## config.mk

```make
export PLATFORM = sky130hd
export DESIGN_NAME = sme_mask_dispenser
export DESIGN_NICKNAME = d
export VERILOG_FILES = /design/src/rtl/sme_mask_dispenser.sv
export SDC_FILE = /design/constraint.sdc
export NUM_CORES = 1
export LEC_CHECK = 0
export ABC_AREA = 1
export BUFFER_PORTS_ARGS = -buffer_cell sky130_fd_sc_hd__buf_2
export CAP_MARGIN = 40
export CELL_PAD_IN_SITES_DETAIL_PLACEMENT = 0
export CELL_PAD_IN_SITES_GLOBAL_PLACEMENT = 1
export CORE_MARGIN = 5
export CORE_UTILIZATION = 35
export DETAILED_ROUTE_END_ITERATION = 7
export PLACE_DENSITY = 0.76
export SLEW_MARGIN = 20
export SYNTH_ARGS = -nofsm -noshare
export SYNTH_HDL_FRONTEND = slang
export SYNTH_SLANG_ARGS = --single-unit
```

## constraint.sdc

```tcl
create_clock -name g_clk -period 2.1 [get_ports g_clk]
set_clock_uncertainty 0.2 [all_clocks]
set_input_delay 0.42 -clock g_clk [delete_from_list [all_inputs] [get_ports g_clk]]
set_output_delay 0.42 -clock g_clk [all_outputs]
set_load 0.1 [all_outputs]
```

## src/rtl/sme_mask_dispenser.sv

```systemverilog
// sme_mask_dispenser: snapshots the Keccak randomness core state and serves it
// as XLEN-bit mask words over a valid/ready handshake, driving the core's
// update strobe so consecutive snapshots are at least ROUNDS steps apart.
// Optional statistics counters are enabled by SME_MASK_DISPENSER_STATS_EN.
module sme_mask_dispenser #(
  parameter int LW     = 8,
  parameter int XLEN   = 32,
  parameter int WORDS  = (LW * 25) / XLEN,
  parameter int ROUNDS = 2,
  parameter int WARMUP = 4
) (
  input  logic              g_clk,
  input  logic              g_resetn,
  input  logic [LW*25-1:0]  state,
  output logic              update,
  input  logic              flush,
  output logic              rsp_valid,
  input  logic              rsp_ready,
  output logic [XLEN-1:0]   rsp_data,
  output logic              busy
`ifdef SME_MASK_DISPENSER_STATS_EN
  ,
  output logic [31:0]       stat_words,
  output logic [31:0]       stat_stall
`endif
);

  localparam int RMAX = (WARMUP > ROUNDS) ? WARMUP : ROUNDS;
  localparam int RW   = $clog2(RMAX + 1);
  localparam int IW   = $clog2(WORDS + 1);

  localparam logic [IW-1:0] IDX_END   = IW'(WORDS);
  localparam logic [RW-1:0] RND_MAX   = RW'(RMAX);
  localparam logic [RW-1:0] RND_MIX   = RW'(ROUNDS);
  localparam logic [RW-1:0] WARM_LAST = RW'(WARMUP - 1);

  typedef enum logic [1:0] {WARM, FILL, SERVE} fsm_t;

  fsm_t                    r_fsm;
  fsm_t                    w_fsmNext;
  logic [IW-1:0]           r_idx;
  logic [IW-1:0]           w_idxNext;
  logic [RW-1:0]           r_rnd;
  logic [RW-1:0]           w_rndNext;
  logic [WORDS*XLEN-1:0]   r_buf;
  logic [XLEN-1:0]         w_word;
  logic                    w_handshake;

  // State bits beyond the last whole word are never served.
  if (LW * 25 > WORDS * XLEN) begin : g_leftover
    logic w_unusedBits;
    assign w_unusedBits = ^state[LW*25-1:WORDS*XLEN];
  end

  assign rsp_valid   = (r_fsm == SERVE) && (r_idx < IDX_END);
  assign busy        = !rsp_valid;
  assign w_handshake = rsp_valid && rsp_ready;
  assign update      = g_resetn &&
                       ((r_fsm == WARM) || ((r_fsm == SERVE) && (r_rnd < RND_MIX)));
  assign rsp_data    = rsp_valid ? w_word : '0;

  // Select the buffered word pointed at by the read index.
  always_comb begin
    w_word = '0;
    for (int k = 0; k < WORDS; k++) begin
      if (r_idx == IW'(k)) w_word = r_buf[k*XLEN +: XLEN];
    end
  end

  // Next-state decode; FILL is entered as soon as the index and round count
  // will reach their targets, so an always-ready consumer sees one bubble.
  always_comb begin
    w_rndNext = (update && (r_rnd != RND_MAX)) ? r_rnd + 1'b1 : r_rnd;
    w_idxNext = w_handshake ? r_idx + 1'b1 : r_idx;
    w_fsmNext = r_fsm;
    case (r_fsm)
      WARM:    if (update && (r_rnd == WARM_LAST)) w_fsmNext = FILL;
      FILL:    w_fsmNext = SERVE;
      SERVE:   if ((w_idxNext == IDX_END) && (w_rndNext >= RND_MIX)) w_fsmNext = FILL;
      default: w_fsmNext = WARM;
    endcase
    if (flush) w_fsmNext = (r_fsm == WARM) ? WARM : SERVE;
  end

  // Registered state: flush zeroises and empties, FILL captures the core state.
  always_ff @(posedge g_clk or negedge g_resetn) begin
    if (!g_resetn) begin
      r_fsm <= WARM;
      r_idx <= IDX_END;
      r_rnd <= '0;
      r_buf <= '0;
    end else begin
      r_fsm <= w_fsmNext;
      if (flush) begin
        r_idx <= IDX_END;
        r_rnd <= '0;
        r_buf <= '0;
      end else if (r_fsm == FILL) begin
        r_idx <= '0;
        r_rnd <= '0;
        r_buf <= state[WORDS*XLEN-1:0];
      end else begin
        r_idx <= w_idxNext;
        r_rnd <= w_rndNext;
      end
    end
  end

`ifdef SME_MASK_DISPENSER_STATS_EN
  // Saturating counters of delivered words and consumer stall cycles.
  always_ff @(posedge g_clk or negedge g_resetn) begin
    if (!g_resetn) begin
      stat_words <= '0;
      stat_stall <= '0;
    end else begin
      if (w_handshake && (stat_words != 32'hFFFF_FFFF)) stat_words <= stat_words + 1'b1;
      if (rsp_ready && !rsp_valid && (stat_stall != 32'hFFFF_FFFF)) stat_stall <= stat_stall + 1'b1;
    end
  end
`endif

endmodule

```

* Yosys cells after proc, flatten, opt, wreduce, memory -nomap -nowiden
Cells that the tools add are included.
** Storage, ports and cells
- Register bits after elaboration :: 200
- Output and inout bits :: 35
- Logic and storage cells :: 54
** Operators by class
- Add/subtract/negate cells :: 2
- Magnitude comparators :: 3
- Eq/ne operators :: 12
- Multiplexer cells :: 20
- Reductions and logical operators :: 13
** Operators with widths (number)
- $mux W192 :: 2
- $mux W32 :: 7
- $mux W3 :: 6
- $eq A3 B2 Y1 const B :: 3
- $eq A3 B3 Y1 const B :: 3
- $mux W2 :: 4
- $logic_and A1 B1 Y1 :: 7
- $add A3 B1 Y3 const B :: 2
- $ne A3 B3 Y1 const B :: 2
- $pmux W2 S3 :: 1
- $eq A3 B1 Y1 const B :: 1
- $ge A3 B2 Y1 const B :: 1
- $logic_not A3 Y1 :: 1
- $lt A3 B2 Y1 const B :: 1
- $lt A3 B3 Y1 const B :: 1
- $ne A3 B2 Y1 const B :: 1
- $eq A2 B1 Y1 const B :: 1
- $eq A2 B2 Y1 const B :: 1
- $logic_not A2 Y1 :: 1
- $reduce_and A2 Y1 :: 1
- $reduce_bool A2 Y1 :: 1
- $logic_not A1 Y1 :: 1
- $logic_or A1 B1 Y1 :: 1

* Logic depth before layout (Yosys ltp)
Gate-level depths: netlist of the first run.
- Depth in word-level cells :: 11
- Depth in mapped cells :: 11
- Gate-level depth less buffers :: 11

* Worst setup path before layout of the first run
No wires, ideal clock.
- Kind :: reg-to-output
- From :: reg r_fsm[1]
- To :: out rsp_data[22]
- Data arrival time :: 3.098 ns
- Setup slack :: -1.618 ns
- Stages on the path, launching flop included :: 8
- Buffers on the path :: 1
- Path through :: dfrtp_1 > inv_1 > nor2_4 > nand2_2 > inv_2 > buf_2 > o21ai_0 > nor2_1
** On the way
- Cells in the longest elaborated chain, start to end :: 3
** Ends and longest elaborated chain
- start: declaration :: line 39 : fsm_t r_fsm;
- start signal: assignment :: line 93 : r_fsm <= w_fsmNext;
- $eq A2 B2 Y1 :: line 55 : assign rsp_valid = (r_fsm == SERVE) && (r_idx < IDX_END);
- $logic_and A1 B1 Y1 :: line 55
- via rsp_valid :: line 17 : output logic rsp_valid,
- $mux W32 :: line 60 : assign rsp_data = rsp_valid ? w_word : '0;
- end: declaration :: line 19 : output logic [XLEN-1:0] rsp_data,
The timed path passes the listed nets, and every way through them passes these cells.

* Worst setup path after layout of the first run
- From :: reg r_idx[1]
- To :: out rsp_data[20]
** On the way
- Cells in the longest elaborated chain, start to end :: 8
** Ends and longest elaborated chain
- start: declaration :: line 41 : logic [IW-1:0] r_idx;
- start signal: assignment :: line 103 : r_idx <= w_idxNext;
- $logic_not A3 Y1 :: line 66 : if (r_idx == IW'(k)) w_word = r_buf[k*XLEN +: XLEN];
- $mux W32 (6 in series) :: line 66
- $mux W32 (*) :: line 60
Mark *: on every way between the ends. The rest lies on a longest branch, timed or not.

==> results of run 1 <==
[cells in the final DEF (no fill, tap or decap), types with 2 or more instances in the layout]
cell and instances:
inv_8 4, nand2_2 34, buf_16 2, buf_8 2, inv_6 4, nor2_1 4, clkbuf_16 17, ha_1 4
o21ai_0 112, nand3_1 232, a21oi_2 29, dlygate4sd3_1 8, a21oi_1 66, dfstp_2 2, nor2_4 37, a21oi_4 3
clkinvlp_4 2, buf_4 31, buf_12 53, inv_1 72, dfrtp_1 197, inv_2 5, nand2_1 341, clkinv_4 5
ha_4 2, o21ai_1 18, buf_6 12, nand2_4 3, buf_2 194, nand3_2 25, nand4_1 6, ha_2 2
clkinv_8 2
[per-layer routing]
metal	routed length, µm	vias up
met1	14200	4618
met2	17120	259
li1	-	4720
met3	1472	46
met4	687	2
met5	7	-
[repair_timing]
| item | CTS | global route |
|---|---|---|
| pin swaps | 17 | 3 |
| hold endpoints to repair | 205 | 0 |
| setup endpoints to repair | 35 | 37 |
| setup buffers | 5 | 2 |
| resized for setup | 92 | 25 |
| hold buffers | 8 | 0 |
| cloned | 5 | 0 |
[final cells by class]
type	instances	share of cell area, %
Sequential cell	200	36.08
Multi-Input combinational cell	924	35.13
Timing Repair Buffer	302	18.48
Tap cell	378	3.407
Clock buffer	17	3.064
Inverter	81	2.551
Clock inverter	14	0.9914
Timing Repair inverter	3	0.2974
[flip-flops by register name, indices dropped and copies added (netlist names)]
| register | flops |
|---|---|
| r_fsm | 2 |
| r_buf | 192 |
| r_idx | 3 |
| r_rnd | 3 |
[critical path, cell delays in order (launching register included)]
cell and delay [ps]:
dfstp_2 580, inv_2 60, ha_4 170, nor2_4 170, buf_6 170, nand2_1 90, nand3_2 80, nand3_2 90
nand2_2 90, a21oi_2 70, nor2_4 130, buf_12 180
[final timing paths]
check / slack (ps) / from / endpoint / depth (start not counted)
min in group asynchronous: 570 / g_resetn / r_buf[65] / 3
max reg2reg: -70 / r_idx[1] / r_fsm[0] / 15
max in group asynchronous: 610 / g_resetn / r_buf[115] / 3
min reg2reg: 300 / r_buf[160] / r_buf[160] / 2
min: 20 / state[171] / r_buf[171] / 3
max: -850 / r_idx[1] / rsp_data[20] / 11
[power breakdown]
group	switching (W)	total, W	internal, W
combinational	0.00349	0.00535	0.00186
sequential	0.000340	0.00484	0.00450
clock	0.00163	0.00320	0.00157
[through the flow]
step	std cells	util [%]	total power (W)
floorplan	1309	-	0.008012
global placement	1869	45.40	0.009750
detailed placement	1869	45.40	0.009811
CTS	1917	49.33	0.01343
global route	1919	49.70	0.01419
finish	1919	49.70	0.01339
[logic make-up (layout without fill, tap and decap cells)]
group	count (synthesis)	after routing	share of synthesized area (%)
AO/OA/AOI/OAI	230	230	11.60
adder cells (fa/ha/maj)	8	8	1.006
buffers and inverters	185	417	7.522
flip-flops	200	200	50.34
AND/OR/NAND/NOR	686	686	29.53
==> qor.txt, run 1 <==
Synth area leader -> dfrtp_1
sequential share of the synthesized area -> 50.34%
failing checks -> negative setup slack
ys flop type -> dfrtp_1
top cells by count, synth -> 377 x nand2_1, 257 x nand3_1, 198 x dfrtp_1
CP required -> 1480 ps
die width -> 178.6 µm
post-DP HPWL -> 22810 µm
wire length per cell -> 17.45 µm
Most Crowded Layer GR -> met2
Initial Utilization -> 35.61%
IO Port Bufs -> 230
Hold Slack -> 19.54 ps
outcome -> finished with violations
CTS root buffer -> clkbuf_16
number of global-route vias before repair -> 9835
Syn Inst Count -> 1309
post-route ant nets -> 0
Ports -> 239
total CTS buffers -> 17
Yosys cell types -> 21
CTS max path bufs -> 2
CTS tree -> built
total die area -> 0.03189 mm²
crit start category -> register
fill count -> 2789
yosys synthesis warning count -> 0
Synth Register Bits -> 200
Layout Area Growth over Synthesis -> 39.56%
synthesized area -> 0.009947 mm²
synth top area cells -> dfrtp_1 50%, nand2_1 14%, nand3_1 13%
endpoint type of the worst setup path -> output pin
final setup margin -> -845.8 ps
Num Clock Sinks -> 200
first-pass iteration count of the detailed router -> 5
PwrDens -> 964.3 mW/mm²
multi-input logic area -> 0.004877 mm²
Die H -> 178.6 µm
core area -> 0.02793 mm²
Reg area -> 0.005009 mm²
gpl congestion -> 0.8306
crit path kind -> register to output pin
layout cell share with drive strength beyond 1 -> 31.08%
VDD IR-drop max -> 0.6203 mV
worst slew pin tran -> 595.2 ps
Min-Delay Path Class -> input pin to register
fin. max-slew vios -> 0
final wirelength -> 33490 µm
# DRC -> 0
Place WS -> -441.3 ps
max_cap viols -> 0
Critical Path AT -> 2330 ps
Cell Rows -> 61
CTS H-Tree Depth -> 4
Clock Latency Late Sink -> 430 ps
Final Setup Violations -> 36
global-route wire length before repair -> 52250 µm
fmax -> 0.3395 GHz
syn avg cell area -> 7.599 µm²
top-count cell post-synth -> nand2_1
Vias/cell -> 5.026
Final period util -> 140.3%
FFs w/ async S/R, synth -> 100.0%
Antenna Cells -> 0
Hold Vio Cnt, Final -> 0
Net Count, Synth -> 1521
Period minus WS final -> 2946 ps
largest net degree at the start of global routing -> 109
RSZ-0062 raised after global routing -> true
GRT Util Overall -> 20.86%
M3 GR Usage -> 3.688%
detailed router's first-iteration violation count -> 819
initial antenna violation count -> 1
EDFF count, synth -> 0
grt met1 use -> 26.80%
Synth top area share -> 49.81%
fin area -> 0.01388 mm²
grt total ovfl -> 0
maximum fanout along the worst path -> 11
clock-pin slew of the registers on the worst-case setup and hold paths -> 80 ps
Via Count -> 9645
Global Route met2 Usage -> 36.45%
Post-layout nets -> 1741
Max-slew headroom -> 60.32%
Placement Cell Area -> 0.01268 mm²
leakage -> 6.424 nW
setup_tns -> -27160 ps
Power figures use the tool's default switching activity.
==> run 2, diff against run 1 <==
--- a/config.mk
+++ b/config.mk
@@ -5,15 +5,14 @@
 export SDC_FILE = /design/constraint.sdc
 export NUM_CORES = 1
 export LEC_CHECK = 0
-export ABC_AREA = 1
 export BUFFER_PORTS_ARGS = -buffer_cell sky130_fd_sc_hd__buf_2
 export CAP_MARGIN = 40
 export CELL_PAD_IN_SITES_DETAIL_PLACEMENT = 0
 export CELL_PAD_IN_SITES_GLOBAL_PLACEMENT = 1
 export CORE_MARGIN = 5
-export CORE_UTILIZATION = 35
+export CORE_UTILIZATION = 37
 export DETAILED_ROUTE_END_ITERATION = 7
-export PLACE_DENSITY = 0.76
+export PLACE_DENSITY = 0.77
 export SLEW_MARGIN = 20
 export SYNTH_ARGS = -nofsm -noshare
 export SYNTH_HDL_FRONTEND = slang
==> run 2 against run 1 <==
  * The run still ends with negative setup slack left
  * Setup slack lost 200 ps
  * Via count is 14% lower
  * Sequential power down 12%
  * First-iteration DRC count down 44%
  * Critical endpoint is now rsp_data[1]
  * Largest cell class unchanged
  * Largest power group is now sequential cells
==> qor.txt, run 2 <==
outcome -> finished with violations (unchanged)
failing checks -> negative setup slack (unchanged)
synth top area cells -> dfrtp_1 55%, a22o_1 13%, o21ai_1 5.2% (was dfrtp_1 50%, nand2_1 14%, nand3_1 13%)
Antenna Cells -> 0 (unchanged)
VDD IR-drop max -> 0.5390 mV (was 0.6203 mV)
fmax -> 0.3175 GHz (was 0.3395 GHz)
most used cell, CP -> buf_12
yosys synthesis warning count -> 0 (unchanged)
max FFs per register -> 192 (unchanged)
Num Clock Sinks -> 200 (unchanged)
detailed router's first-iteration violation count -> 460 (was 819)
total CTS buffers -> 17 (unchanged)
met2 WL -> 16170 µm (was 17120 µm)
Syn Inst Count -> 856 (was 1309)
leakage -> 6.257 nW (was 6.424 nW)
# DRC -> 0 (unchanged)
crit start category -> register (unchanged)
Initial Utilization -> 37.37% (was 35.61%)
Final Setup Violations -> 34 (was 36)
grt total ovfl -> 0 (unchanged)
fill count -> 2014 (was 2789)
final wirelength -> 32210 µm (was 33490 µm)
EDFF count, synth -> 0 (unchanged)
first-pass iteration count of the detailed router -> 5 (unchanged)
global-route wire length before repair -> 50420 µm (was 52250 µm)
top-count cell post-synth -> dfrtp_1 (was nand2_1)
CP max stage delay -> 380 ps (was 580 ps)
Cell Rows -> 57 (was 61)
fin. max-slew vios -> 0 (unchanged)
Synth Register Bits -> 200 (unchanged)
Net Count, Synth -> 1068 (was 1521)
Post-layout nets -> 1423 (was 1741)
syn avg cell area -> 10.59 µm² (was 7.599 µm²)
placed cells -> 1377 (was 1869)
Clock Latency Late Sink -> 440 ps (was 430 ps)
PwrDens -> 666.5 mW/mm² (was 964.3 mW/mm²)
met3 WL -> 1859 µm (was 1472 µm)
Critical Path AT -> 2530 ps (was 2330 ps)
ys flop type -> dfrtp_1 (unchanged)
Hold Vio Cnt, Final -> 0 (unchanged)
Layout Area Growth over Synthesis -> 60.17% (was 39.56%)
largest net degree at the start of global routing -> 121 (was 109)
most frequent cells in the layout -> 197 x dfrtp_1, 194 x buf_2, 130 x a22o_1 (was 341 x nand2_1, 232 x nand3_1, 197 x dfrtp_1)
max_cap viols -> 0 (unchanged)
die width -> 166.5 µm (was 178.6 µm)
Post-Route M1 WL -> 13570 µm (was 14200 µm)
crit path kind -> register to output pin (unchanged)
synthesized area -> 0.009062 mm² (was 0.009947 mm²)
core area -> 0.02425 mm² (was 0.02793 mm²)
FFs w/ async S/R, synth -> 100.0% (unchanged)
CTS H-Tree Depth -> 4 (unchanged)
final setup margin -> -1050 ps (was -845.8 ps)
CTS tree -> built (unchanged)
slowest CP cell -> dfstp_2 (unchanged)
maximum fanout along the worst path -> 8 (was 11)
clock-pin slew of the registers on the worst-case setup and hold paths -> 80 ps (about the same)
Max-slew headroom -> 56.18% (was 60.32%)
Highest Signal Layer -> met5 (unchanged)
commonest non-fill, non-tap cell in the layout -> dfrtp_1 (was nand2_1)
top cells by count, synth -> 198 x dfrtp_1, 130 x a22o_1, 101 x nand2_1 (was 377 x nand2_1, 257 x nand3_1, 198 x dfrtp_1)
crit path cell chain -> buf_6 -> ha_4 -> ha_4 -> buf_12 -> or2_4 -> buf_12 -> a221o_1 -> nand2_2 -> o21ai_4 -> buf_12 (was inv_2 -> ha_4 -> nor2_4 -> buf_6 -> nand2_1 -> nand3_2 -> nand3_2 -> nand2_2 -> a21oi_2 -> nor2_4 -> buf_12)
total die area -> 0.02772 mm² (was 0.03189 mm²)
initial antenna violation count -> 2 (was 1)
Min-Delay Path Class -> input pin to register (unchanged)
worst slew pin tran -> 657.2 ps (was 595.2 ps)
layout cell share with drive strength beyond 1 -> 41.09% (was 31.08%)
Synth area leader -> dfrtp_1 (unchanged)
wire length per cell -> 20.81 µm (was 17.45 µm)
CTS max path bufs -> 2 (unchanged)
sequential share of the synthesized area -> 55.25% (was 50.34%)
CTS root buffer -> clkbuf_16 (unchanged)
post-DP HPWL -> 20890 µm (was 22810 µm)
Reg with most FFs -> r_buf (unchanged)
gpl congestion -> 0.8226 (was 0.8306)
IO Port Bufs -> 230 (unchanged)
Hold Slack -> 9.260 ps (was 19.54 ps)
RSZ-0062 raised after global routing -> true (unchanged)
post-route insts no fill -> 1548 (was 1919)
Final period util -> 150.0% (was 140.3%)
CP required -> 1480 ps (about the same)
Vias/cell -> 5.362 (was 5.026)
post-route ant nets -> 0 (unchanged)
Die H -> 166.5 µm (was 178.6 µm)
Synth top area share -> 54.67% (was 49.81%)
Largest regs -> r_buf (192), r_idx (3), r_rnd (3) (unchanged)
number of global-route vias before repair -> 8788 (was 9835)
Ports -> 239 (unchanged)
GRT Util Overall -> 22.83% (was 20.86%)
Period minus WS final -> 3150 ps (was 2946 ps)
Via Count -> 8301 (was 9645)
Yosys cell types -> 43 (was 21)
endpoint type of the worst setup path -> output pin (unchanged)
[run 2: worst max-delay path: cells and delay by family, from the launching register on]
family,cells,cell delay (ps)
buf+inv,4,580
simple gates,2,430
flops,1,380
compound gates,2,360
fa+ha+maj,2,310
[run 2: final timing paths]
kind | slack, ps | endpoint | from | cells after the start
max reg2reg | 210 | r_idx[2] | r_idx[1] | 8
min reg2reg | 300 | r_buf[27] | r_buf[27] | 1
min in group asynchronous | 580 | r_buf[174] | g_resetn | 3
min | 9 | r_buf[110] | state[110] | 3
max | -1050 | rsp_data[1] | r_idx[1] | 10
max in group asynchronous | 570 | r_buf[189] | g_resetn | 3
[run 2: power by group]
group	internal [W]	switching, W	leakage [nW]
Sequential	0.00409	0.000148	2.78
Clock	0.00173	0.00166	0.285
Combinational	0.000969	0.00108	3.20
[run 2: metrics by stage]
| step | instance area, µm² | utilization [%] | TNS (ps) | power [W] | setup WS, ps |
|---|---|---|---|---|---|
| 6_report | 14520 | 59.86 | -32380 | 0.009675 | -1050 |
| 5_1_grt | 14520 | 59.86 | -34340 | 0.01007 | -1100 |
| 4_1_cts | 14280 | 58.88 | -32930 | 0.009658 | -1106 |
| 3_5_place_dp | 12060 | 49.72 | -23790 | 0.005867 | -811.9 |
| 3_3_place_gp | 12030 | 49.60 | -30250 | 0.005833 | -1055 |
| 2_1_floorplan | 9876 | - | -22100 | 0.005201 | -751.8 |
[run 2: layout make-up]
type | instances | area [µm²] | share of cell area [%]
inverter | 71 | 272.8 | 1.879
clock buffer | 18 | 439.2 | 3.026
timing repair buffer | 418 | 3839 | 26.45
sequential | 200 | 5009 | 34.51
tap | 324 | 405.4 | 2.793
clock inverter | 14 | 157.7 | 1.086
multi-input combinational | 503 | 4393 | 30.26
[run 2: routing by layer]
| metal | global-route usage (%) | vias to the layer above |
|---|---|---|
| met1 | 29.84 | 4139 |
| li1 | - | 3865 |
| met4 | 6.048 | 4 |
| met5 | 0 | - |
| met3 | 5.452 | 36 |
| met2 | 38.34 | 257 |
[run 2: kinds of logic (layout without fill, tap and decap cells)]
logic type,count (synthesis),in the layout,share of synthesized area (%)
AOI/OAI and AO/OA,363,363,29.77
xor gates and xnor gates,2,2,0.1933
adders and majority gates,8,8,1.105
buffers and inverters,153,521,7.524
DFF,200,200,55.25
and+or+nand+nor,130,130,6.158
[run 2: timing repair]
action                     4_1_cts  5_1_grt
setup endpoints to repair       40       35
gates resized for setup         68       26
hold endpoints to repair       311        2
gates cloned                     6        2
buffers inserted                 9        4
hold buffers                   116        2
pin swaps                       38       43
